**src/rtl/div241_pkg.sv**
```systemverilog
// Shared constants and FSM state type for the streaming divide-by-241 engine.
package div241_pkg;

    localparam int unsigned DIVISOR = 241;
    localparam int unsigned DIGIT_W = 28;
    localparam int unsigned REM_W   = 8;
    localparam int unsigned CORE_W  = 36;

    typedef enum logic {
        IDLE,
        ACTIVE
    } state_e;

endpackage

```
**src/rtl/div_36_241.sv**
```systemverilog
// Combinational core: divides a 36-bit X by 241, returning a 29-bit quotient indexed [29:1]
// (Q[29] flags a quotient that does not fit the 28-bit digit) and an 8-bit remainder.
module div_36_241
    import div241_pkg::*;
(
    input  logic [CORE_W-1:0]  x,
    output logic [DIGIT_W+1:1] q,
    output logic [REM_W-1:0]   r
);

    logic [CORE_W-1:0] q_full;

    always_comb begin
        q_full = x / CORE_W'(DIVISOR);
        // Fold every bit above the digit into Q[29] so any oversized quotient is flagged.
        q      = {|q_full[CORE_W-1:DIGIT_W], q_full[DIGIT_W-1:0]};
        r      = REM_W'(x % CORE_W'(DIVISOR));
    end

endmodule

```
**src/rtl/div241_stream.sv**
```systemverilog
// Streaming long-division engine: MS-first 28-bit dividend digits in, quotient digits out,
// final remainder attached to the last output digit. One digit per cycle, registered output.
module div241_stream
    import div241_pkg::*;
#(
    parameter int unsigned DIGIT_W = 28,
    parameter int unsigned CNT_W   = 16
) (
    input  logic               clk,
    input  logic               rst_n,
    input  logic               in_valid,
    output logic               in_ready,
    input  logic [DIGIT_W-1:0] in_data,
    input  logic               in_last,
    output logic               out_valid,
    input  logic               out_ready,
    output logic [DIGIT_W-1:0] out_q,
    output logic [CNT_W-1:0]   out_idx,
    output logic               out_last,
    output logic [7:0]         out_rem,
    output logic               err_ovf
);

    logic [DIGIT_W+1:1] core_q;
    logic [7:0]         core_r;

    state_e             state_q, state_d;
    logic [7:0]         rem_q, rem_d;
    logic [CNT_W-1:0]   idx_q, idx_d;
    logic               out_valid_q, out_valid_d;
    logic [DIGIT_W-1:0] out_q_q, out_q_d;
    logic [CNT_W-1:0]   out_idx_q, out_idx_d;
    logic               out_last_q, out_last_d;
    logic [7:0]         out_rem_q, out_rem_d;
    logic               err_q, err_d;
    logic               accept;

    div_36_241 u_core (
        .x (CORE_W'({rem_q, in_data})),
        .q (core_q),
        .r (core_r)
    );

    assign in_ready = !out_valid_q || out_ready;
    assign accept   = in_valid && in_ready;

    always_comb begin
        state_d     = state_q;
        rem_d       = rem_q;
        idx_d       = idx_q;
        out_valid_d = out_valid_q;
        out_q_d     = out_q_q;
        out_idx_d   = out_idx_q;
        out_last_d  = out_last_q;
        out_rem_d   = out_rem_q;
        err_d       = err_q;

        if (accept) begin
            out_valid_d = 1'b1;
            out_q_d     = core_q[DIGIT_W:1];
            out_idx_d   = idx_q;
            out_last_d  = in_last;
            out_rem_d   = in_last ? core_r : 8'd0;
            err_d       = err_d | core_q[DIGIT_W+1];

            if (in_last) begin
                state_d = IDLE;
                rem_d   = 8'd0;
                idx_d   = '0;
            end else begin
                state_d = ACTIVE;
                rem_d   = core_r;
                unique case (state_q)
                    IDLE:   idx_d = CNT_W'(1);
                    ACTIVE: begin
                        idx_d = idx_q + CNT_W'(1);
                        // Index wrap means out_idx can no longer identify the digit.
                        err_d = err_d | (&idx_q);
                    end
                    default: idx_d = '0;
                endcase
            end
        end else if (out_valid_q && out_ready) begin
            out_valid_d = 1'b0;
            out_rem_d   = 8'd0;
        end
    end

    always_ff @(posedge clk or negedge rst_n) begin
        if (!rst_n) begin
            state_q     <= IDLE;
            rem_q       <= 8'd0;
            idx_q       <= '0;
            out_valid_q <= 1'b0;
            out_q_q     <= '0;
            out_idx_q   <= '0;
            out_last_q  <= 1'b0;
            out_rem_q   <= 8'd0;
            err_q       <= 1'b0;
        end else begin
            state_q     <= state_d;
            rem_q       <= rem_d;
            idx_q       <= idx_d;
            out_valid_q <= out_valid_d;
            out_q_q     <= out_q_d;
            out_idx_q   <= out_idx_d;
            out_last_q  <= out_last_d;
            out_rem_q   <= out_rem_d;
            err_q       <= err_d;
        end
    end

    assign out_valid = out_valid_q;
    assign out_q     = out_q_q;
    assign out_idx   = out_idx_q;
    assign out_last  = out_last_q;
    assign out_rem   = out_rem_q;
    assign err_ovf   = err_q;

endmodule
```
**config.mk**
```make
export PLATFORM = sky130hd
export DESIGN_NAME = div241_stream
export DESIGN_NICKNAME = d
export VERILOG_FILES = /design/src/rtl/div241_pkg.sv /design/src/rtl/div_36_241.sv /design/src/rtl/div241_stream.sv
export SDC_FILE = /design/constraint.sdc
export NUM_CORES = 1
export LEC_CHECK = 0
export BUFFER_PORTS_ARGS = -buffer_cell sky130_fd_sc_hd__buf_2
export CORE_MARGIN = 4
export CORE_UTILIZATION = 25
export CTS_BUF_LIST = sky130_fd_sc_hd__clkbuf_4
export CTS_CLUSTER_DIAMETER = 100
export DETAILED_ROUTE_END_ITERATION = 10
export PLACE_DENSITY = 0.46
export SYNTH_ARGS = -nofsm -noshare
export SYNTH_HDL_FRONTEND = slang
export SYNTH_SLANG_ARGS = --single-unit
```
**constraint.sdc**
```tcl
create_clock -name clk -period 24.4 [get_ports clk]
set_input_delay 4.88 -clock clk [delete_from_list [all_inputs] [get_ports clk]]
set_output_delay 4.88 -clock clk [all_outputs]
set_load 0.05 [all_outputs]
```
* Yosys cells after proc, flatten, opt, wreduce, memory -nomap -nowiden
Cells that the tools add are included.
** Storage, ports and cells
- Bits in registers :: 80
- Latch bits :: 0
- Memory bits (writable) :: 0
- ROM bits :: 0
- Input port bits :: 33
- Output and inout port bits :: 56
- Memories :: 0
** Operators by class
- Add/sub/neg operators :: 1
- Multiply operators :: 0
- Divide/modulo/power cells :: 2
- Magnitude comparators :: 0
- Equal/unequal tests :: 0
- Shift-type cells :: 0
- Muxes and demuxes :: 11
- Bitwise gates (word level) :: 3
- Reductions and logical operators :: 7
** Operators by type and width (number)
- $div A36 B8 Y36 const B :: 1
- $mod A36 B8 Y36 const B :: 1
- $mux W8 :: 4
- $pmux W16 S2 :: 1
- $add A16 B1 Y16 const B :: 1
- $mux W16 :: 1
- $reduce_and A16 Y1 :: 1
- $reduce_or A8 Y1 :: 1
- $mux W1 :: 5
- $logic_and A1 B1 Y1 :: 2
- $or A1 B1 Y1 :: 2
- $reduce_bool A2 Y1 :: 1
- $logic_not A1 Y1 :: 1
- $logic_or A1 B1 Y1 :: 1
- $not A1 Y1 :: 1

* Longest topological paths before layout
- Depth in word-level cells :: 6
- Mapped depth :: 95
- Mapped depth without buffers :: 76

* Hierarchy
A second synthesis with hierarchy kept.
** Second synthesis, totals
- Cells, all modules :: 1775
- Area total of the unflattened synthesis :: 13441.6 µm²
** Modules (own cells, without submodules)
- div_36_241 :: instances 1, cells each 1450, area each 10139.7 µm², sequential area each 0.0 µm²
- div241_stream :: instances 1, cells each 325, area each 3301.9 µm², sequential area each 2001.9 µm²

* Least setup slack after synthesis
Ideal clock, no wire load.
- Kind :: input to register
- From :: input in_data[27]
- To :: register out_rem_q[2], in the netlist out_rem[2]
- Data arrival time :: 25599 ps
- Path slack :: -1320 ps
- Stages :: 86
- Path buffers :: 12
- Path through :: or4_4 -> a311o_1 -> buf_2 -> a2111oi_2 -> a21oi_2 -> a41oi_4 -> buf_2 -> o211ai_1 -> a21oi_2 -> mux2_2 -> nor4_1 -> a211oi_2 -> or3_1 -> buf_6 -> a31oi_4 -> xnor2_2 -> a21o_1 -> a2111o_1 -> (+50 left out) -> a2111oi_4 -> or2_2 -> xnor2_1 -> inv_1 -> ha_1 -> nor2_1 -> a32oi_1 -> and3_4 -> a311oi_4 -> xnor2_1 -> ha_1 -> inv_1 -> or3_1 -> mux2i_1 -> o31a_1 -> buf_2 -> o21bai_1 -> a32o_1
** Between the ends
- Cells in the longest elaborated chain, start to end :: 3
** RTL lines
- start, declared :: line div241_stream.sv:13 : input logic [DIGIT_W-1:0] in_data,
- $mod A36 B8 Y36 :: line div_36_241.sv:17 : r = REM_W'(x % CORE_W'(DIVISOR));
- $mux W8 :: line div241_stream.sv:63 : out_rem_d = in_last ? core_r : 8'd0;
- $mux W8 :: line div241_stream.sv:58 : if (accept) begin
- end signal, assigned :: line div241_stream.sv:108 : out_rem_q <= out_rem_d;
- end, declared :: line div241_stream.sv:34 : logic [7:0] out_rem_q, out_rem_d;
No other way between the ends.
A chain may end at the register's enable or synchronous reset.

* Final worst setup path
- From :: input in_data[27]
- To :: register rem_q[7]
** Between the ends
- Cells in the longest elaborated chain, start to end :: 2
** RTL lines
- $mod A36 B8 Y36 :: line div_36_241.sv:17
- $mux W8 :: line div241_stream.sv:66 : if (in_last) begin
- end signal, assigned :: line div241_stream.sv:102 : rem_q <= rem_d;
- end, declared :: line div241_stream.sv:28 : logic [7:0] rem_q, rem_d;
No other way between the ends.

==> metrics.txt <==
area of the multi-input gates about 12000 um^2; total vias in the final route roughly 16000; Clock Path Buffers 2; top cell type's share of synthesized area 0.156; crit path time final around 25 ns; Required @ worst endpoint roughly 25 ns; CTS buffer count 9; PortBufs 88; placed cell areas between 15000 and 20000 um^2; number of synthesized flops with an enable pin 0; # clock sinks 80; reg2reg end rem_q[7]; Worst Setup Slack, final -0.428 ns; Highest Clock Rate about 40 MHz; antenna-violating nets left 0; Initial Utilization 0.255; hold path depth 1; 1st-iter DRT viols between 700 and 800; DRC errors left 0; R2R depth 82; CTS tree done; CP Class in -> reg; NumNets Final 2471; post-route cell area approximately 21000 um^2; first-pass GRT wire length ~80 mm; Slew Limit Fails 0; Crit path max-delay family compound AO/OA/AOI/OAI gates; Die Span X ~230 um; layout cell share with drive strength beyond 1 0.493; clock latency on the worst-skew pair 0.55 ns; P&R area growth vs syn 65.9%; Via-to-Cell Ratio between 5 and 6; final core utilization 0.423; Core Region 50500 um^2; Synth area leaders dfrtp_1 (16%), nand2_1 (6.1%), o21ai_0 (4.2%); slew of the pin with the lowest slew margin ~0.94 ns; register area share after synthesis 0.156; Reg2Reg Launch Point rem_q[7]; Cell variety after synth 138; total length of routed wires between 50 and 60 mm; worst setup path start in_data[27]; row cnt 82; period utilisation layout 1.02; vias in the first global route around 16000; Crit Path Max Fanout 7; CP Capture Type flip-flop; GR Util All Layers 0.171; failing checks negative setup slack; Worst Clk Skew 0.0303 ns; status finished with violations; root buffer cell clkbuf_4; r2r setup slk about 2.7 ns; syn avg cell area between 7 and 8 um^2; global route overflow 0; CP max stage cell or4_4; Hold Crit Class reg -> reg; RD Place Congestion around 0.88; max cap viols 0; syn_nets 1732; FF+latch count, synth 80; HP Start err_ovf; relative slew slack 0.371; die area around 55000 um^2; Die Y 235 um; drt pass-1 iters 5; Seq. cell area around 2000 um^2; CTS H-Tree Depth 3; mapped cell area ~13000 um^2; # hold bufs at CTS 0; Worst Setup Start Kind input pin; pre-CTS setup slack -1.65 ns; cell accounting for the most synthesized area dfrtp_1; I/O pin cnt 89; largest net degree at the start of global routing between 70 and 80; hold endpoint err_ovf; initial antenna violation count 3; Fin. Hold Viols 0; Setup Viol. Count Final 16; predominant post-synthesis flop cell dfrtp_1; Critical Path Max Stage Delay around 0.55 ns; Fill cells 5100; Arr. time, crit path 25.27 ns; async set-or-reset flop fraction in the synthesized netlist 1.00; clock-pin slew on the worst setup and hold paths 0.17 ns; per-cell routed wire length about 16 um; RSZ-0062 raised after global routing yes; placed wire-length estimate about 39 mm; yosys warns 0; synthesized instance count ~1700; CP bufs+invs 10
-- worst max path at each step --
stage	slack [ns]	depth (start not counted)	endpoint
floorplan	-0.49	88	out_rem[2]
global placement	-1.35	91	rem_q[3]
detailed placement	-1.65	90	out_rem[4]
CTS	0.002	84	rem_q[3]
global route	-1.24	90	rem_q[1]
finish	-0.43	80	rem_q[7]
-- cell type report --
cell class                      count  share of cell area
Antenna cell                        2            0.000234
Clock buffer                        9             0.00317
Clock inverter                      7             0.00621
Inverter                           30             0.00528
Multi-Input combinational cell   1502               0.567
Sequential cell                    80              0.0938
Tap cell                          672              0.0394
Timing Repair Buffer              810               0.285
-- cell families after synthesis --
| group | after synthesis | synth area share |
|---|---|---|
| muxes | 48 | 0.0427 |
| DFF | 80 | 0.156 |
| AOI/OAI and AO/OA | 652 | 0.397 |
| adders and majority gates | 10 | 0.00885 |
| and+or+nand+nor | 723 | 0.299 |
| buffers and inverters | 113 | 0.0412 |
| xor gates and xnor gates | 68 | 0.0558 |
-- repair_timing --
| action | in CTS | in global routing |
|---|---|---|
| resized for setup | 163 | 130 |
| pin swaps | 49 | 95 |
| buffers inserted | 45 | 53 |
| cloned | 2 | 0 |
| setup endpoints to repair | 17 | 18 |
-- state kept, by name, indices dropped and copies added (netlist names) --
register   count
idx_q         16
out_rem        8
out_q         28
err_ovf        1
out_idx       16
rem_q          8
out_valid      1
out_last       1
state_q        1
-- cells in the mapped netlist, drive strengths merged, types with 21 or more instances --
library cell and number:
inv 29, nor2 138, buf 40, and3 41
xnor2 50, a211o 21, mux2i 27, dfrtp 80
clkbuf 43, nand2 213, o211ai 39, a21o 33
or3 25, a211oi 26, o31ai 24, nand3 70
nor3 51, and2 29, mux2 21, or2 27
a31oi 43, a21oi 84, nor4 22, nand2b 21
o21ai 128
-- placed cells by master, fill, tap and decap left out, types with 30 or more instances in the layout --
master and instances:
dfrtp_1 80, o21ai_0 103, a21oi_1 55, nand2_1 203
nor2_1 123, buf_2 86, a21o_1 30, nor3_1 33
o211ai_1 34, nand3_1 56, buf_4 687, xnor2_1 34
-- per-layer routing --
metal  part of all wire  routed length (um)  track usage
met1               0.48               24100        0.230
met4              0.022                1110       0.0528
met5                  0                   0            0
met3              0.020                1010       0.0147
met2               0.48               24500        0.291
-- through the flow --
step                hold WS (ns)  setup TNS, ns  instances
floorplan                  0.455          -6.45       1694
global placement           0.442         -21.20       2996
detailed placement         0.447         -26.78       2996
CTS                        0.485              0       3057
global route               0.508         -19.22       3112
finish                     0.482          -5.11       3112
Power is not shown: default switching activity piles up to over one toggle a cycle in this logic, so the estimate is an artifact.
